### src/rtl/dump_pkg.sv
// Shared types for the register-dump reader; CSUM exists only when DUMP_CHECKSUM_EN is defined.
// No timing of its own: state encoding, word and byte geometry.
package dump_pkg;

  localparam int BYTES_PER_REG = 4;
  localparam int REG_W         = 32;

`ifdef DUMP_CHECKSUM_EN
  typedef enum logic [2:0] {
    IDLE, ADDR, WAIT, LOAD, SEND, NEXT, CSUM, FIN
  } state_t;
`else
  typedef enum logic [2:0] {
    IDLE, ADDR, WAIT, LOAD, SEND, NEXT, FIN
  } state_t;
`endif

endpackage

### src/rtl/dump_byte_shifter.sv
// 32-bit word holder that presents its top byte and shifts left by one byte per request.
// dout valid the cycle after load; load wins over shift; holds while neither is asserted.
module dump_byte_shifter
  import dump_pkg::*;
(
  input  logic             clk,
  input  logic             rst_n,
  input  logic             load,
  input  logic             shift,
  input  logic [REG_W-1:0] din,
  output logic [7:0]       dout
);

  logic [REG_W-1:0] sr_q;
  logic [REG_W-1:0] sr_d;

  always_comb begin
    sr_d = sr_q;
    if (load) begin
      sr_d = din;
    end else if (shift) begin
      sr_d = {sr_q[REG_W-9:0], 8'h00};
    end
  end

  always_ff @(posedge clk or negedge rst_n) begin
    if (!rst_n) begin
      sr_q <= '0;
    end else begin
      sr_q <= sr_d;
    end
  end

  assign dout = sr_q[REG_W-1 -: 8];

endmodule

### src/rtl/reg_dump_reader.sv
// Streams NUM_REGS registers MSB-first as bytes over a valid/ready port; optional trailing XOR byte with DUMP_CHECKSUM_EN.
// 8 cycles per register at full rate; tx_data/tx_valid hold while tx_ready is low.
module reg_dump_reader
  import dump_pkg::*;
#(
  parameter int NUM_REGS = 32,
  parameter int ADDR_W   = 5
) (
  input  logic              clk,
  input  logic              rst_n,
  input  logic              start,
  output logic [ADDR_W-1:0] rd_addr,
  input  logic [REG_W-1:0]  rd_data,
  output logic [7:0]        tx_data,
  output logic              tx_valid,
  input  logic              tx_ready,
  output logic              busy,
  output logic              done
);

  localparam logic [ADDR_W-1:0] LAST_IDX = ADDR_W'(NUM_REGS - 1);
  localparam logic [1:0]        LAST_BYTE = 2'(BYTES_PER_REG - 1);

  state_t            state_q;
  logic [ADDR_W-1:0] idx_q;
  logic [ADDR_W-1:0] rd_addr_q;
  logic [1:0]        bcnt_q;
  logic              tx_valid_q;
  logic              busy_q;
  logic              done_q;
  logic              accept;
  logic              sh_load;
  logic              sh_shift;
  logic [7:0]        sh_dout;

  assign accept   = tx_valid_q & tx_ready;
  assign sh_load  = (state_q == LOAD);
  assign sh_shift = (state_q == SEND) & accept;

  dump_byte_shifter u_shifter (
    .clk   (clk),
    .rst_n (rst_n),
    .load  (sh_load),
    .shift (sh_shift),
    .din   (rd_data),
    .dout  (sh_dout)
  );

`ifdef DUMP_CHECKSUM_EN
  logic [7:0] csum_q;

  always_ff @(posedge clk or negedge rst_n) begin
    if (!rst_n) begin
      csum_q <= '0;
    end else if (state_q == IDLE && start) begin
      csum_q <= '0;
    end else if (sh_shift) begin
      csum_q <= csum_q ^ sh_dout;
    end
  end

  assign tx_data = (state_q == CSUM) ? csum_q : sh_dout;
`else
  assign tx_data = sh_dout;
`endif

  always_ff @(posedge clk or negedge rst_n) begin
    if (!rst_n) begin
      state_q    <= IDLE;
      idx_q      <= '0;
      rd_addr_q  <= '0;
      bcnt_q     <= '0;
      tx_valid_q <= 1'b0;
      busy_q     <= 1'b0;
      done_q     <= 1'b0;
    end else begin
      case (state_q)
        IDLE: begin
          if (start) begin
            state_q   <= ADDR;
            idx_q     <= '0;
            rd_addr_q <= '0;
            busy_q    <= 1'b1;
          end
        end
        ADDR: state_q <= WAIT;
        WAIT: state_q <= LOAD;
        LOAD: begin
          state_q    <= SEND;
          bcnt_q     <= '0;
          tx_valid_q <= 1'b1;
        end
        SEND: begin
          if (accept) begin
            bcnt_q <= bcnt_q + 2'd1;
            if (bcnt_q == LAST_BYTE) begin
              tx_valid_q <= 1'b0;
              state_q    <= NEXT;
            end
          end
        end
        NEXT: begin
          if (idx_q == LAST_IDX) begin
            rd_addr_q <= '0;
`ifdef DUMP_CHECKSUM_EN
            state_q    <= CSUM;
            tx_valid_q <= 1'b1;
`else
            state_q <= FIN;
            done_q  <= 1'b1;
`endif
          end else begin
            idx_q     <= idx_q + ADDR_W'(1);
            rd_addr_q <= idx_q + ADDR_W'(1);
            state_q   <= ADDR;
          end
        end
`ifdef DUMP_CHECKSUM_EN
        CSUM: begin
          if (accept) begin
            tx_valid_q <= 1'b0;
            done_q     <= 1'b1;
            state_q    <= FIN;
          end
        end
`endif
        // busy stays high through FIN so a start in that cycle is ignored
        FIN: begin
          done_q  <= 1'b0;
          busy_q  <= 1'b0;
          state_q <= IDLE;
        end
        default: state_q <= IDLE;
      endcase
    end
  end

  assign rd_addr  = rd_addr_q;
  assign tx_valid = tx_valid_q;
  assign busy     = busy_q;
  assign done     = done_q;

endmodule

### config.mk
export PLATFORM = sky130hd
export DESIGN_NAME = reg_dump_reader
export DESIGN_NICKNAME = d
export VERILOG_FILES = /design/src/rtl/dump_pkg.sv /design/src/rtl/dump_byte_shifter.sv /design/src/rtl/reg_dump_reader.sv
export SDC_FILE = /design/constraint.sdc
export NUM_CORES = 1
export LEC_CHECK = 0
export BUFFER_PORTS_ARGS = -buffer_cell sky130_fd_sc_hd__clkbuf_2
export CELL_PAD_IN_SITES_DETAIL_PLACEMENT = 1
export CELL_PAD_IN_SITES_GLOBAL_PLACEMENT = 1
export CORE_MARGIN = 5
export CORE_UTILIZATION = 40
export CTS_CLUSTER_DIAMETER = 40
export DETAILED_ROUTE_END_ITERATION = 8
export PLACE_DENSITY_LB_ADDON = 0.1
export SETUP_SLACK_MARGIN = 0.4
export SKIP_LAST_GASP = 1
export SLEW_MARGIN = 0
export SYNTH_ARGS = -nofsm -noshare
export SYNTH_HDL_FRONTEND = slang
export SYNTH_SLANG_ARGS = --single-unit
### constraint.sdc
create_clock -name clk -period 2.96 [get_ports clk]
set_input_delay 0.592 -clock clk [delete_from_list [all_inputs] [get_ports clk]]
set_output_delay 0.592 -clock clk [all_outputs]
set_load 0.1 [all_outputs]
==> impl_results.md <==
* Final-report setup violation count at 0
* Routed WL at 5.75 mm
* CTS root buffer: clkbuf_8
* Seq cells post-synth at 50
* Synth unique cells at 40
* Post-Route Utilization at 0.472
* Crit-path max FO at 5
* Nets at 319
* Worst VDD drop at 0.463 mV
* Post-DP HPWL at ~4 mm
* Finished Layout Cells at between 300 and 400
* Ys Warns at 0
* TritonCTS clock tree: yes
* Slowest CP cell: dfrtp_1
* IO Port Bufs at 51
* 1st-pass router iterations at 4
* Die area at 7840 sq um
* Share of layout cells above drive strength 1 at 0.249
* Vias in the first global route at 1,904
* Max-Cap Viols at 0
* Top FF cell, synth: dfrtp_1
* Clk sinks at 50
* PostCTS Resize Cnt at 0
* Die W at 88.5 um
* Power share of the sequential group at 0.378
* Final Hold Slack at roughly 270 ps
* Row cnt at 28
* Largest net degree at the start of global routing at 31
* First-pass GRT wire length at 9.58 mm
* Fin Clk Skew at 6.04 ps
* RD Place Congestion at 0.698
* CTS H-Tree Depth at 2
* Syn nets at about 280
* Avg Inst Size Synth at ~10 sq um
* Routed vias/inst at ~5.3
* DRC viols at 0
* Outcome: finished clean
* Die Height at around 90 um
* Total track usage at 0.157
* Antenna Diode Count at 0
* Buf/Inv on CP at 0
* Worst Path Required at 3150 ps
* Top-count cell post-synth: dfrtp_1
* DR vias at 1,882
* Total clock buffers created by CTS at 5
* Global Route met1 Usage at 0.242
* Worst Tran Pin Value at 936 ps
* Gr ovfl total at 0
* Fmax at 0.466 GHz
* GR peak layer: met1
* Cell mode on critical path: ha_1
* Max Slew Vio Count at 0
* Worst Hold Class: primary input to async pin
* PwrDens at 1060 nW/um^2
* Top cells by count, synth: dfrtp_1, nand2_1, and2_1, and3_1, a221o_1
* Clock power share at 0.162
* RSZ-0062 raised after global routing: no
* Worst rel slew slack at 0.376
* Met2 GRT Util at 0.228
* First DRT Iteration DRCs at 94
* Top-area cell type share of the netlist area at 0.507
* Core area at 5960 sq um
* Seq/Total Area, Yosys at 0.507
* Synthesized instance count at 244
* Post-synth ARST share at 1.00
* Placed cells at 348
* Top Family by Delay on Critical Path: simple AND/OR/NAND/NOR gates
* WL/cell at 16.1 um
* I/O pins at 52
* Post-Syn Area at 2470 sq um
* Pint at 1.61 mW
* Switching pwr at about 1.4 mW
* Crit start category: flop
* CP peak stage delay at 410 ps
* Fillers at a little over 700
* Clock Latency Late Sink at 300 ps
* FF/Latch Area at roughly 1300 sq um
* Grt met3 use at 0.0317
* Fin Setup TNS at 0 ps
* Initial core utilization at 0.414
* Worst path cell trace: ha_1, and3_1, ha_1, and4bb_2, a31oi_2, mux2_2
* Post-CTS Setup Repair Bufs at 0
* Critical Path AT at approximately 2300 ps
* Area leader, netlist: dfrtp_1
* Clock Tree Buf Depth at 2
* Comb pwr share at 0.460
* Synth area leaders: dfrtp_1, a221o_1, nand2_1
* Net Sw Frac at 0.459
* Initial antenna violation count at 0
* Clock-pin slew on the worst setup and hold paths at 90 ps
* Hold Buf Count CTS at 0
* Fin. Hold Viols at 0
* Multi-input logic area at 1050 sq um
* Final Critical Period at 2140 ps
* Post-route ant nets at 0
* Period utilisation layout at 0.724
* EDFF count, synth at 0
* Leak pwr at 1.43 nW
* Crit Path Category: flop to flop
* Critical path capture point type: flop
* Area growth syn-to-layout at 14.0%
-- stage by stage --
stage                     total power [mW]  setup WS [ps]  instance area, sq um
after global placement                2.48            834                  2700
after global routing                  3.17            628                  2810
after CTS                             3.01            791                  2810
final                                 2.98            816                  2810
after detailed placement              2.52            812                  2700
after floorplan                       2.31            874                  2470
-- per-layer routing --
layer	vias to the layer above	routed length [um]
li1	930	-
met1	905	2970
met2	42	2460
met3	5	255
met4	0	54
met5	-	0
-- flip-flops by register name, summed over array words and instances, names as in the netlist --
signal and count:
idx_q 5, done 1, rd_addr 5, bcnt_q 2, busy 1, u_shifter.sr_q 32
tx_valid 1, state_q 3
-- cells by family (layout without fill, tap and decap cells) --
family	count (synthesis)	in the layout	synth area share
fa+ha+maj	3	3	0.0152
mux	2	2	0.00862
flops	50	50	0.507
simple gates	98	98	0.213
compound gates	57	57	0.180
xor+xnor	2	2	0.00710
buf+inv	32	69	0.0685
-- area by class of cell --
class	instances	share of cell area
timing repair buffer	56	0.104
clock inverter	2	0.0133
multi-input combinational	162	0.372
tap	75	0.0333
sequential	50	0.445
inverter	5	0.00667
clock buffer	6	0.0258
-- power groups by stage --
stage          Combinational [mW]  Sequential (mW)  Clock [mW]
2_1_floorplan                1.09             1.22           0
3_3_place_gp                 1.36             1.12           0
3_5_place_dp                 1.38             1.14           0
4_1_cts                      1.39             1.13       0.495
5_1_grt                      1.48             1.16       0.525
6_report                     1.37             1.13       0.483
-- worst paths after layout --
path	startpoint	endpoint	slack (ps)	depth (start not counted)
min	rst_n	rd_addr[4]	270	1
max reg2reg	idx_q[0]	idx_q[4]	820	6
min in group clk	rd_data[4]	u_shifter.sr_q[4]	490	3
min reg2reg	rd_addr[0]	rd_addr[0]	490	1
max	idx_q[0]	idx_q[4]	820	6
max in group asynchronous	rst_n	u_shifter.sr_q[2]	1880	2
-- placed cells by master (no fill, tap or decap), drive strengths merged --
master	instances
a211o	1
a21o	3
a21oi	3
a221o	16
a221oi	1
a22o	3
a31o	1
a31oi	1
a41oi	1
and2	18
and3	17
and3b	1
and4bb	2
buf	5
bufinv	1
clkbuf	57
clkinvlp	1
dfrtp	50
ha	3
inv	5
mux2	1
mux2i	1
nand2	38
nand2b	2
nand3	9
nand3b	1
nand4bb	1
nor2	3
nor2b	2
nor3	1
nor3b	2
nor4b	1
o211ai	8
o21ai	17
o2bb2ai	2
xor2	2
Note: power is estimated with default switching activity, not from simulation.
